File: src/rtl/cpu_defs.sv
// ============================================================================
// Module   : cpu_defs (package)
// Brief    : EX/MEM and MEM/WB bundle layout, MEM-stage FSM encoding.
// Revision : 1.0
// ============================================================================
`default_nettype none

package cpu_defs;

    localparam int EXMEM_W     = 141;
    localparam int MEMWB_W     = 104;

    localparam int EX_TGT_LSB  = 0;
    localparam int EX_RD_LSB   = 32;
    localparam int EX_SD_LSB   = 37;
    localparam int EX_ALU_LSB  = 69;
    localparam int ZERO        = 101;
    localparam int MEMREAD     = 102;
    localparam int MEMWRITE    = 103;
    localparam int BRANCH      = 104;
    localparam int REGWRITE    = 105;
    localparam int MEMTOREG    = 106;
    localparam int JUMP        = 107;
    localparam int VALID       = 108;
    localparam int EX_INSN_LSB = 109;

    typedef enum logic [0:0] {
        ST_IDLE = 1'b0,
        ST_BUSY = 1'b1
    } dm_state_e;

    // Only the fields needed to finish an access and write it back.
    typedef struct packed {
        logic [31:0] insn;
        logic [31:0] alu;
        logic [31:0] sdata;
        logic [4:0]  rd;
        logic        regwrite;
        logic        memtoreg;
        logic        store;
    } hold_t;

    function automatic logic [MEMWB_W-1:0] pack_memwb(
        input logic [31:0] ld_data,
        input logic [31:0] alu,
        input logic [4:0]  rd,
        input logic        regwrite,
        input logic        memtoreg,
        input logic        valid,
        input logic [31:0] insn
    );
        pack_memwb = {insn, valid, memtoreg, regwrite, rd, alu, ld_data};
    endfunction

endpackage

`default_nettype wire

File: src/rtl/mem_stage_if.sv
// ============================================================================
// Module   : mem_stage_if
// Brief    : Pipeline bundles, control strobes and data-memory bus of the MEM stage.
// Revision : 1.0
// ============================================================================
`default_nettype none

interface mem_stage_if;
    import cpu_defs::*;

    logic [EXMEM_W-1:0] exmem;
    logic [MEMWB_W-1:0] memwb;
    logic               stall;
    logic               pc_src;
    logic [31:0]        branch_target;
    logic               dm_req;
    logic               dm_we;
    logic [31:0]        dm_addr;
    logic [31:0]        dm_wdata;
    logic [31:0]        dm_rdata;
    logic               dm_ack;
    logic               mem_err;

    modport master (
        input  exmem, dm_rdata, dm_ack,
        output memwb, stall, pc_src, branch_target,
               dm_req, dm_we, dm_addr, dm_wdata, mem_err
    );

    modport slave (
        output exmem, dm_rdata, dm_ack,
        input  memwb, stall, pc_src, branch_target,
               dm_req, dm_we, dm_addr, dm_wdata, mem_err
    );
endinterface

`default_nettype wire

File: src/rtl/dm_handshake.sv
// ============================================================================
// Module   : dm_handshake
// Brief    : IDLE/BUSY request FSM with ack timeout for the data-memory bus.
// Revision : 1.0
// ============================================================================
`default_nettype none

module dm_handshake
    import cpu_defs::*;
#(
    parameter int TIMEOUT = 16
) (
    input  wire logic clk,
    input  wire logic rst_n,
    input  wire logic start,
    input  wire logic start_we,
    input  wire logic ack,
    output logic      req,
    output logic      we,
    output logic      busy,
    output logic      done,
    output logic      timeout
);

    localparam int            CW     = $clog2(TIMEOUT + 1);
    localparam logic [CW-1:0] C_LAST = CW'(TIMEOUT - 1);

    dm_state_e     state_q, state_d;
    logic [CW-1:0] cnt_q, cnt_d;
    logic          req_q, req_d;
    logic          we_q, we_d;
    logic          w_at_limit;

    always_comb begin
        w_at_limit = (cnt_q == C_LAST);
        busy       = (state_q == ST_BUSY);
        // An ack arriving on the last permitted cycle completes normally.
        done       = busy && (ack || w_at_limit);
        timeout    = busy && !ack && w_at_limit;

        state_d = state_q;
        cnt_d   = cnt_q;
        req_d   = req_q;
        we_d    = we_q;
        case (state_q)
            ST_IDLE: begin
                cnt_d = '0;
                if (start) begin
                    state_d = ST_BUSY;
                    req_d   = 1'b1;
                    we_d    = start_we;
                end
            end
            ST_BUSY: begin
                if (done) begin
                    state_d = ST_IDLE;
                    cnt_d   = '0;
                    req_d   = 1'b0;
                    we_d    = 1'b0;
                end else begin
                    cnt_d = cnt_q + 1'b1;
                end
            end
            default: state_d = ST_IDLE;
        endcase
    end

    always_ff @(posedge clk) begin
        if (!rst_n) begin
            state_q <= ST_IDLE;
            cnt_q   <= '0;
            req_q   <= 1'b0;
            we_q    <= 1'b0;
        end else begin
            state_q <= state_d;
            cnt_q   <= cnt_d;
            req_q   <= req_d;
            we_q    <= we_d;
        end
    end

    assign req = req_q;
    assign we  = we_q;

endmodule

`default_nettype wire

File: src/rtl/mem_stage.sv
// ============================================================================
// Module   : mem_stage
// Brief    : Pipeline MEM stage: loads/stores over req/ack, branch redirect, MEM/WB register.
// Revision : 1.0
// ============================================================================
`default_nettype none

module mem_stage
    import cpu_defs::*;
#(
    parameter int          TIMEOUT  = 16,
    parameter logic [31:0] ERR_DATA = 32'hDEADBEEF
) (
    input  wire logic  CLK,
    input  wire logic  RST_N,
    mem_stage_if.master bus
);

    hold_t              hold_q, hold_d;
    logic [MEMWB_W-1:0] memwb_q, memwb_d;
    logic               pc_src_q, pc_src_d;
    logic [31:0]        tgt_q, tgt_d;
    logic               mem_err_q, mem_err_d;

    logic               w_busy, w_done, w_timeout, w_req, w_we;
    logic               w_start, w_start_we;
    logic [EXMEM_W-1:0] w_ex;
    logic [31:0]        w_alu;
    logic               w_valid, w_memop, w_misal, w_redirect;

    dm_handshake #(.TIMEOUT(TIMEOUT)) u_hs (
        .clk      (CLK),
        .rst_n    (RST_N),
        .start    (w_start),
        .start_we (w_start_we),
        .ack      (bus.dm_ack),
        .req      (w_req),
        .we       (w_we),
        .busy     (w_busy),
        .done     (w_done),
        .timeout  (w_timeout)
    );

    always_comb begin
        w_ex       = bus.exmem;
        w_alu      = w_ex[EX_ALU_LSB +: 32];
        w_valid    = w_ex[VALID] && !w_busy;
        w_memop    = w_ex[MEMREAD] || w_ex[MEMWRITE];
        w_misal    = (w_alu[1:0] != 2'b00);
        w_start    = w_valid && w_memop && !w_misal;
        w_start_we = w_ex[MEMWRITE];
        w_redirect = w_valid && ((w_ex[BRANCH] && w_ex[ZERO]) || w_ex[JUMP]);

        hold_d    = hold_q;
        memwb_d   = '0;
        mem_err_d = mem_err_q;
        pc_src_d  = w_redirect;
        tgt_d     = w_redirect ? w_ex[EX_TGT_LSB +: 32] : 32'h0;

        if (w_busy) begin
            if (w_done) begin
                memwb_d = pack_memwb(
                    w_timeout ? ERR_DATA : (hold_q.store ? 32'h0 : bus.dm_rdata),
                    hold_q.alu, hold_q.rd,
                    hold_q.regwrite && !hold_q.store && !w_timeout,
                    hold_q.memtoreg, 1'b1, hold_q.insn);
            end
            if (w_timeout) begin
                mem_err_d = 1'b1;
            end
        end else if (w_valid) begin
            if (!w_memop || w_misal) begin
                // A misaligned access retires without touching memory or the register file.
                memwb_d = pack_memwb(32'h0, w_alu, w_ex[EX_RD_LSB +: 5],
                                     w_ex[REGWRITE] && !w_memop, w_ex[MEMTOREG],
                                     1'b1, w_ex[EX_INSN_LSB +: 32]);
                if (w_memop) begin
                    mem_err_d = 1'b1;
                end
            end else begin
                hold_d.insn     = w_ex[EX_INSN_LSB +: 32];
                hold_d.alu      = w_alu;
                hold_d.sdata    = w_ex[EX_SD_LSB +: 32];
                hold_d.rd       = w_ex[EX_RD_LSB +: 5];
                hold_d.regwrite = w_ex[REGWRITE];
                hold_d.memtoreg = w_ex[MEMTOREG];
                hold_d.store    = w_ex[MEMWRITE];
            end
        end
    end

    always_ff @(posedge CLK) begin
        if (!RST_N) begin
            hold_q    <= '0;
            memwb_q   <= '0;
            pc_src_q  <= 1'b0;
            tgt_q     <= 32'h0;
            mem_err_q <= 1'b0;
        end else begin
            hold_q    <= hold_d;
            memwb_q   <= memwb_d;
            pc_src_q  <= pc_src_d;
            tgt_q     <= tgt_d;
            mem_err_q <= mem_err_d;
        end
    end

    assign bus.memwb         = memwb_q;
    assign bus.stall         = w_busy;
    assign bus.pc_src        = pc_src_q;
    assign bus.branch_target = tgt_q;
    assign bus.dm_req        = w_req;
    assign bus.dm_we         = w_we;
    assign bus.dm_addr       = w_req ? hold_q.alu   : 32'h0;
    assign bus.dm_wdata      = w_req ? hold_q.sdata : 32'h0;
    assign bus.mem_err       = mem_err_q;

endmodule

`default_nettype wire

File: src/flat_wrapper.sv
// flat-port wrapper written by rule: the top's interface ports become plain ports
module mem_stage_flat import cpu_defs::*;
#(
    parameter int          TIMEOUT  = 16,
    parameter logic [31:0] ERR_DATA = 32'hDEADBEEF
)
  (CLK, RST_N, bus_exmem, bus_dm_rdata, bus_dm_ack, bus_memwb, bus_stall, bus_pc_src, bus_branch_target, bus_dm_req, bus_dm_we, bus_dm_addr, bus_dm_wdata, bus_mem_err);
  mem_stage_if bus_i ();
  input  wire logic CLK;
  input  wire logic RST_N;
  input wire logic [$bits(bus_i.exmem)-1:0] bus_exmem;
  input wire logic [$bits(bus_i.dm_rdata)-1:0] bus_dm_rdata;
  input wire logic [$bits(bus_i.dm_ack)-1:0] bus_dm_ack;
  output wire logic [$bits(bus_i.memwb)-1:0] bus_memwb;
  output wire logic [$bits(bus_i.stall)-1:0] bus_stall;
  output wire logic [$bits(bus_i.pc_src)-1:0] bus_pc_src;
  output wire logic [$bits(bus_i.branch_target)-1:0] bus_branch_target;
  output wire logic [$bits(bus_i.dm_req)-1:0] bus_dm_req;
  output wire logic [$bits(bus_i.dm_we)-1:0] bus_dm_we;
  output wire logic [$bits(bus_i.dm_addr)-1:0] bus_dm_addr;
  output wire logic [$bits(bus_i.dm_wdata)-1:0] bus_dm_wdata;
  output wire logic [$bits(bus_i.mem_err)-1:0] bus_mem_err;
  assign bus_i.exmem = bus_exmem;
  assign bus_i.dm_rdata = bus_dm_rdata;
  assign bus_i.dm_ack = bus_dm_ack;
  assign bus_memwb = bus_i.memwb;
  assign bus_stall = bus_i.stall;
  assign bus_pc_src = bus_i.pc_src;
  assign bus_branch_target = bus_i.branch_target;
  assign bus_dm_req = bus_i.dm_req;
  assign bus_dm_we = bus_i.dm_we;
  assign bus_dm_addr = bus_i.dm_addr;
  assign bus_dm_wdata = bus_i.dm_wdata;
  assign bus_mem_err = bus_i.mem_err;
  mem_stage #(.TIMEOUT(TIMEOUT), .ERR_DATA(ERR_DATA)) u_core (.CLK(CLK), .RST_N(RST_N), .bus(bus_i));
endmodule
File: config.mk
export PLATFORM = sky130hd
export DESIGN_NAME = mem_stage_flat
export DESIGN_NICKNAME = d
export VERILOG_FILES = /design/src/rtl/cpu_defs.sv /design/src/rtl/mem_stage_if.sv /design/src/rtl/dm_handshake.sv /design/src/rtl/mem_stage.sv /design/src/flat_wrapper.sv
export SDC_FILE = /design/constraint.sdc
export NUM_CORES = 1
export LEC_CHECK = 0
export BUFFER_PORTS_ARGS = -buffer_cell sky130_fd_sc_hd__buf_2
export CAP_MARGIN = 25
export CELL_PAD_IN_SITES_DETAIL_PLACEMENT = 2
export CELL_PAD_IN_SITES_GLOBAL_PLACEMENT = 2
export CORE_UTILIZATION = 30
export CTS_CLUSTER_DIAMETER = 100
export CTS_CLUSTER_SIZE = 8
export DETAILED_ROUTE_END_ITERATION = 12
export PLACE_DENSITY_LB_ADDON = 0.1
export SLEW_MARGIN = 30
export SYNTH_ARGS = -nofsm -noshare
export SYNTH_HDL_FRONTEND = slang
export SYNTH_SLANG_ARGS = --single-unit
File: constraint.sdc
create_clock -name CLK -period 4.6 [get_ports CLK]
set_clock_uncertainty 0.05 [all_clocks]
set_input_delay 0 -clock CLK [delete_from_list [all_inputs] [get_ports CLK]]
set_output_delay 0 -clock CLK [all_outputs]
set_load 0.01 [all_outputs]
# Word-level counts from Yosys, hierarchy flattened
# Index checks and enable logic that the tools add are counted.
op_classes:
  bitwise: 2
  eq_ne: 4
  add_sub_neg: 1
  n_mux: 23
  reduce_logical: 29
op_table:
  columns: ["op", "count"]
  rows:
  - ["104-bit two-way mux", 4]
  - ["32-bit two-way mux", 4]
  - ["1-bit logical AND", 11]
  - ["1-bit two-way mux", 10]
  - ["5-bit case mux with 2 select lines", 1]
  - ["2-bit nonzero test", 4]
  - ["1-bit logical NOT", 6]
  - ["1-bit case mux with 2 select lines", 3]
  - ["5-bit by 1-bit adder with 5-bit output (second input constant)", 1]
  - ["5-bit by 4-bit equality test with 1-bit output (second input constant)", 1]
  - ["5-bit two-way mux", 1]
  - ["1-bit logical OR", 4]
  - ["2-bit inequality test (second input constant)", 2]
  - ["2-bit AND reduction", 2]
  - ["4-bit AND reduction", 1]
  - ["3-bit AND reduction", 1]
  - ["2-bit by 1-bit inequality test with 1-bit output (second input constant)", 1]
  - ["1-bit inverter", 2]
word_totals:
  in_bits: 176
  reg_bits: 250
  word_cells: 74
  out_inout_bits: 205

# Logic depth before layout (Yosys ltp)
logic_depth:
  depth_word: 7
  depth_mapped: 8
  mapped_depth_nobuf: 6

# Cells and area by module
# Synthesis repeated with hierarchy kept, for this count alone.
unflattened:
  cells_unflattened: 889
  area_unflattened_um2: 8948.6
modules_own_cells:
  columns: ["mod", "seq_area_each_um2", "n_inst", "area_per_inst_um2", "cells_each"]
  rows:
  - ["mem_stage", 4844.6, 1, 8635.8, 857]
  - ["dm_handshake", 160.2, 1, 312.8, 32]

# Least setup slack after synthesis
# OpenSTA, ideal clock, no wires.
synth_path:
  path_kind: "flip-flop to flip-flop"
  start: "reg u_core.u_hs.cnt_q[0]"
  end: "reg u_core.memwb_q[10] (netlist: u_core.bus.memwb[10])"
  stages_incl_launch_ff: 9
  setup_ps: 133
  period_less_slack_ps: 1796
  t_required_ps: 4417
  n_path_buf: 2
  arrival_time_ps: 1613
  setup_slack_ps: 2804
  cell_sequence: "dfxtp_1 -> ha_1 -> and3_1 -> ha_1 -> nor2_1 -> or2_2 -> clkbuf_1 -> clkbuf_1 -> a21oi_1"
synth_via:
  elab_chain_cells: 5
  elab_cells_between_ends: 7
  cone_classes: "1 x eq/ne; 3 x mux; 3 x reduce/logical"
synth_rtl:
  columns: ["element", "line", "text"]
  rows:
  - ["from (decl)", "dm_handshake.sv:29", "logic [CW-1:0] cnt_q, cnt_d;"]
  - ["from (signal assigned)", "dm_handshake.sv:76", "cnt_q <= cnt_d;"]
  - ["5-bit by 4-bit equality test with 1-bit output *", "dm_handshake.sv:35", "w_at_limit = (cnt_q == C_LAST);"]
  - ["1-bit logical AND or 1-bit logical OR (tied branches)", "dm_handshake.sv:39, dm_handshake.sv:38", null]
  - ["32-bit two-way mux or 1-bit logical AND (tied branches)", "mem_stage.sv:63, dm_handshake.sv:38", null]
  - ["104-bit two-way mux *", "mem_stage.sv:61", "if (w_done) begin"]
  - ["104-bit two-way mux *", "mem_stage.sv:60", "if (w_busy) begin"]
  - ["to (signal assigned)", "mem_stage.sv:101", "memwb_q <= memwb_d;"]
  - ["to (decl)", "mem_stage.sv:20", "logic [MEMWB_W-1:0] memwb_q, memwb_d;"]
# Mark *: on every way between the ends. The rest lies on a longest branch, timed or not.
# A chain may end at the register's enable or synchronous reset.

# Final worst setup path
layout_path:
  start: "reg u_core.u_hs.state_q (netlist: u_core.u_hs.busy)"
  end: "reg u_core.hold_q[32] (netlist bit)"
layout_via:
  elab_chain_cells: 3
  elab_cells_between_ends: 4
  cone_classes: "1 x bitwise; 3 x reduce/logical"
layout_rtl:
  columns: ["element", "line", "text"]
  rows:
  - ["from (decl)", "dm_handshake.sv:28", "dm_state_e state_q, state_d;"]
  - ["from (signal assigned)", "dm_handshake.sv:75", "state_q <= state_d;"]
  - ["1-bit logical NOT", "mem_stage.sv:47", "w_valid = w_ex[VALID] && !w_busy;"]
  - ["1-bit logical AND", "mem_stage.sv:47", null]
  - ["3-bit AND reduction (no source line) *", null, null]
  - ["to (signal assigned)", "mem_stage.sv:100", "hold_q <= hold_d;"]
  - ["to (decl)", "mem_stage.sv:19", "hold_t hold_q, hold_d;"]
# Marks and branches as above.

==> metrics.txt <==
run status=finished, final reports clean; Synth top area share=a little under three fifths; Seq. cell area=roughly 5000 µm²; Slew @ Worst Pin=approximately 0.95 ns; CTS Sinks=250; sequential area share after synthesis=a little under three fifths; Final Critical Period=approximately 2.5 ns; P per Cell Area=371 nW/µm²; final worst slack=about 2.1 ns; layout cells sized above 1=a little under a third; synth unique cells=33; Worst Hold Launch=bus_exmem[29]; slowest stage delay, CP=0.60 ns; Mapped Avg Cell Area=10.1 µm²; crit start category=flip-flop; Antenna Violating Nets Remaining=0; TNS Setup=0 ns; H-tree depth=2; Peak Freq=402 MHz; FP Rows=62; syn_nets=1067; initial core utilization=30.8%; clk buf depth=3; Tot Pwr=a little over 5000 µW; detailed-route via count=8521; Post-synth ARST share=0%; root buf cell=clkbuf_16; Cell Chain, Critical Path=nor2b_1, and3b_4, buf_12, mux2i_1, dlygate4sd3_1; Worst R2R End=u_core.hold_q[32]; max-cap violations=0; multi-input logic area=3590 µm²; CTS Buf Count=37; PortBufs=380; worst hold margin=about 0.19 ns; Post-layout nets=between 1500 and 2000; GRT Util Overall=around 24%; Setup CP Type=reg -> reg; Cells after Synth=889; Antenna diodes=0; Reg2Reg Launch Point=u_core.u_hs.busy; Yosys reg bits=250; RePlAce Congestion=0.749; Fin. Hold Viols=0; DIE AREA=30500 µm²; TritonRoute pass-1 iters=4; VDD IR-drop max=0.201 mV; RSZ-0062 raised after global routing=false; I/O pins=381; predominant post-synthesis flop cell=dfxtp_1; Area growth, synth to finish=56.1%; FF-to-FF path depth=5; first-pass GRT wire length=57.2 mm; Setup WS pre-CTS=roughly 2.2 ns; CTS tree=yes; Worst Path Max Fanout=55; Hold Crit Depth=3; routed len/inst=20.5 µm; Worst setup EP type=flip-flop; synth warn=0; post_cts resized=0; Detailed Route Iter0 Violations=around 260; hold path endpoint=u_core.bus.branch_target[29]; hold crit path type=in -> reg; Req. time, crit path=between 4 and 5 ns; die span in y=175 µm; Slowest cell on crit path=dlygate4sd3_1; flop-to-flop setup slack=~2.1 ns; Routed WL=37.3 mm; total gr overflow=0; vias per cell=4.67; Post-CTS Setup Bufs=0; initial antenna violation count=0; Filler cells=3048; hpwl dp=20.6 mm; Slew Viols, Final=0; Leak=approximately 0.0065 µW; clk slew on worst S/H paths=0.05 ns; core box area=a little under 30000 µm²; worst skew pair latency=0.50 ns; Worst EP arrival=2.87 ns; vias in the first global route=approximately 9800; Post-synth EDFFs=0; Die Wd=175 µm; Cell Area, Synth=8940 µm²; Relative slew margins=a little over a third; Synth area leader=dfxtp_1; largest net degree at the start of global routing=86; fin crit share=54.0%; DRC=0; top post-synthesis cells by area=dfxtp_1 56%, mux2i_1 11%, nand2_1 8.6%; endpoints failing setup=0
state kept, by name (all words and copies together), names as in the netlist:
register	flops
u_core.u_hs.cnt_q	5
u_core.bus.memwb	104
u_core.bus.mem_err	1
u_core.u_hs.req	1
u_core.u_hs.we	1
u_core.bus.pc_src	1
u_core.u_hs.busy	1
u_core.hold_q	104
u_core.bus.branch_target	32
cells by family (layout without fill, tap and decap cells):
| kind of cell | Yosys count | count (layout) | synth area share [%] |
|---|---|---|---|
| simple gates | 360 | 360 | 19.2 |
| flops | 250 | 250 | 56.0 |
| compound gates | 104 | 104 | 8.93 |
| mux | 101 | 101 | 11.3 |
| buf+inv | 70 | 621 | 4.09 |
| fa+ha+maj | 2 | 2 | 0.280 |
| xor+xnor | 2 | 2 | 0.196 |
power breakdown:
group / switching [µW] / internal, µW / leakage [µW]
clock network: 943 / 1480 / 0.000489
registers: 33.2 / 2240 / 0.00203
logic: 234 / 252 / 0.00401
total: 1210 / 3970 / 0.00653
layout make-up:
type,count,area share [%]
clock buffers,39,6.99
clock inverters,2,0.126
inverters,3,0.0807
multi-input cells,569,25.7
flip-flops and latches,250,35.9
well taps,384,3.44
repair buffers,577,27.8
Yosys cell counts (2+ instances only):
cell / number
a21oi_1: 26
a22o_1: 70
and2_1: 104
and3_1: 3
and3b_1: 2
buf_1: 3
buf_2: 13
buf_4: 3
buf_6: 10
clkbuf_1: 38
dfxtp_1: 250
ha_1: 2
inv_1: 3
mux2i_1: 101
nand2_1: 205
nand2b_1: 24
nand3_1: 3
nand3b_1: 2
nor2_1: 10
o21ai_0: 2
o21ai_1: 2
or2_2: 2
critical path, delay by kind of cell (launching register included):
kind	cells	cell delay [ns]
buffers and inverters	2	0.93
DFF	1	0.38
muxes	1	0.31
and+or+nand+nor	2	0.65
layer usage:
metal	wire length, µm	share of wire, %	vias up	global-route usage, %
met4	1040	2.8	0	8.41
met5	0	0	-	0
met3	2570	6.9	68	6.24
met2	19500	52	313	45.5
li1	-	-	4011	-
met1	14200	38	4129	25.6
cells in the final DEF, fill, tap and decap left out, drive strengths merged:
master	count
clkbuf	39
nand2	205
inv	4
and2b	1
buf	388
nand3b	2
nor3b	1
o31a	1
ha	2
xor2	1
nand4	1
a22o	70
mux2i	101
dlygate4sd3	189
a211oi	1
o21ai	4
o22a	1
clkinv	1
and2	104
nor2	10
a21oi	26
and3	3
nand3	3
a32o	1
nor2b	1
xnor2	1
nor3	1
or2	2
and3b	2
nand2b	24
dfxtp	250
stage by stage:
| step | cells | area, µm² | util, % |
|---|---|---|---|
| 2_1_floorplan | 889 | 8940 | - |
| 6_report | 1824 | 14000 | 48.1 |
| 5_1_grt | 1824 | 14000 | 48.1 |
| 4_1_cts | 1824 | 14000 | 48.1 |
| 3_3_place_gp | 1593 | 11100 | 38.1 |
| 3_5_place_dp | 1594 | 11100 | 38.2 |
timing repair:
action | 4_1_cts | 5_1_grt
endpoints found under the setup margin | 0 | 0
hold endpoints to repair | 248 | 0
hold buffers | 189 | 0
how the worst max path moves through the flow:
stage	from	endpoint	slack (ns)	cells after the start
floorplan	u_core.u_hs.cnt_q[0]	u_core.bus.memwb[10]	2.80	8
global placement	u_core.u_hs.busy	u_core.bus.memwb[75]	2.28	4
detailed placement	u_core.u_hs.busy	u_core.bus.memwb[64]	2.20	4
CTS	u_core.u_hs.busy	u_core.bus.memwb[74]	2.16	4
global route	RST_N	u_core.bus.memwb[98]	1.97	6
finish	u_core.u_hs.busy	u_core.hold_q[32]	2.12	5
(Power assumes the default switching activity.)
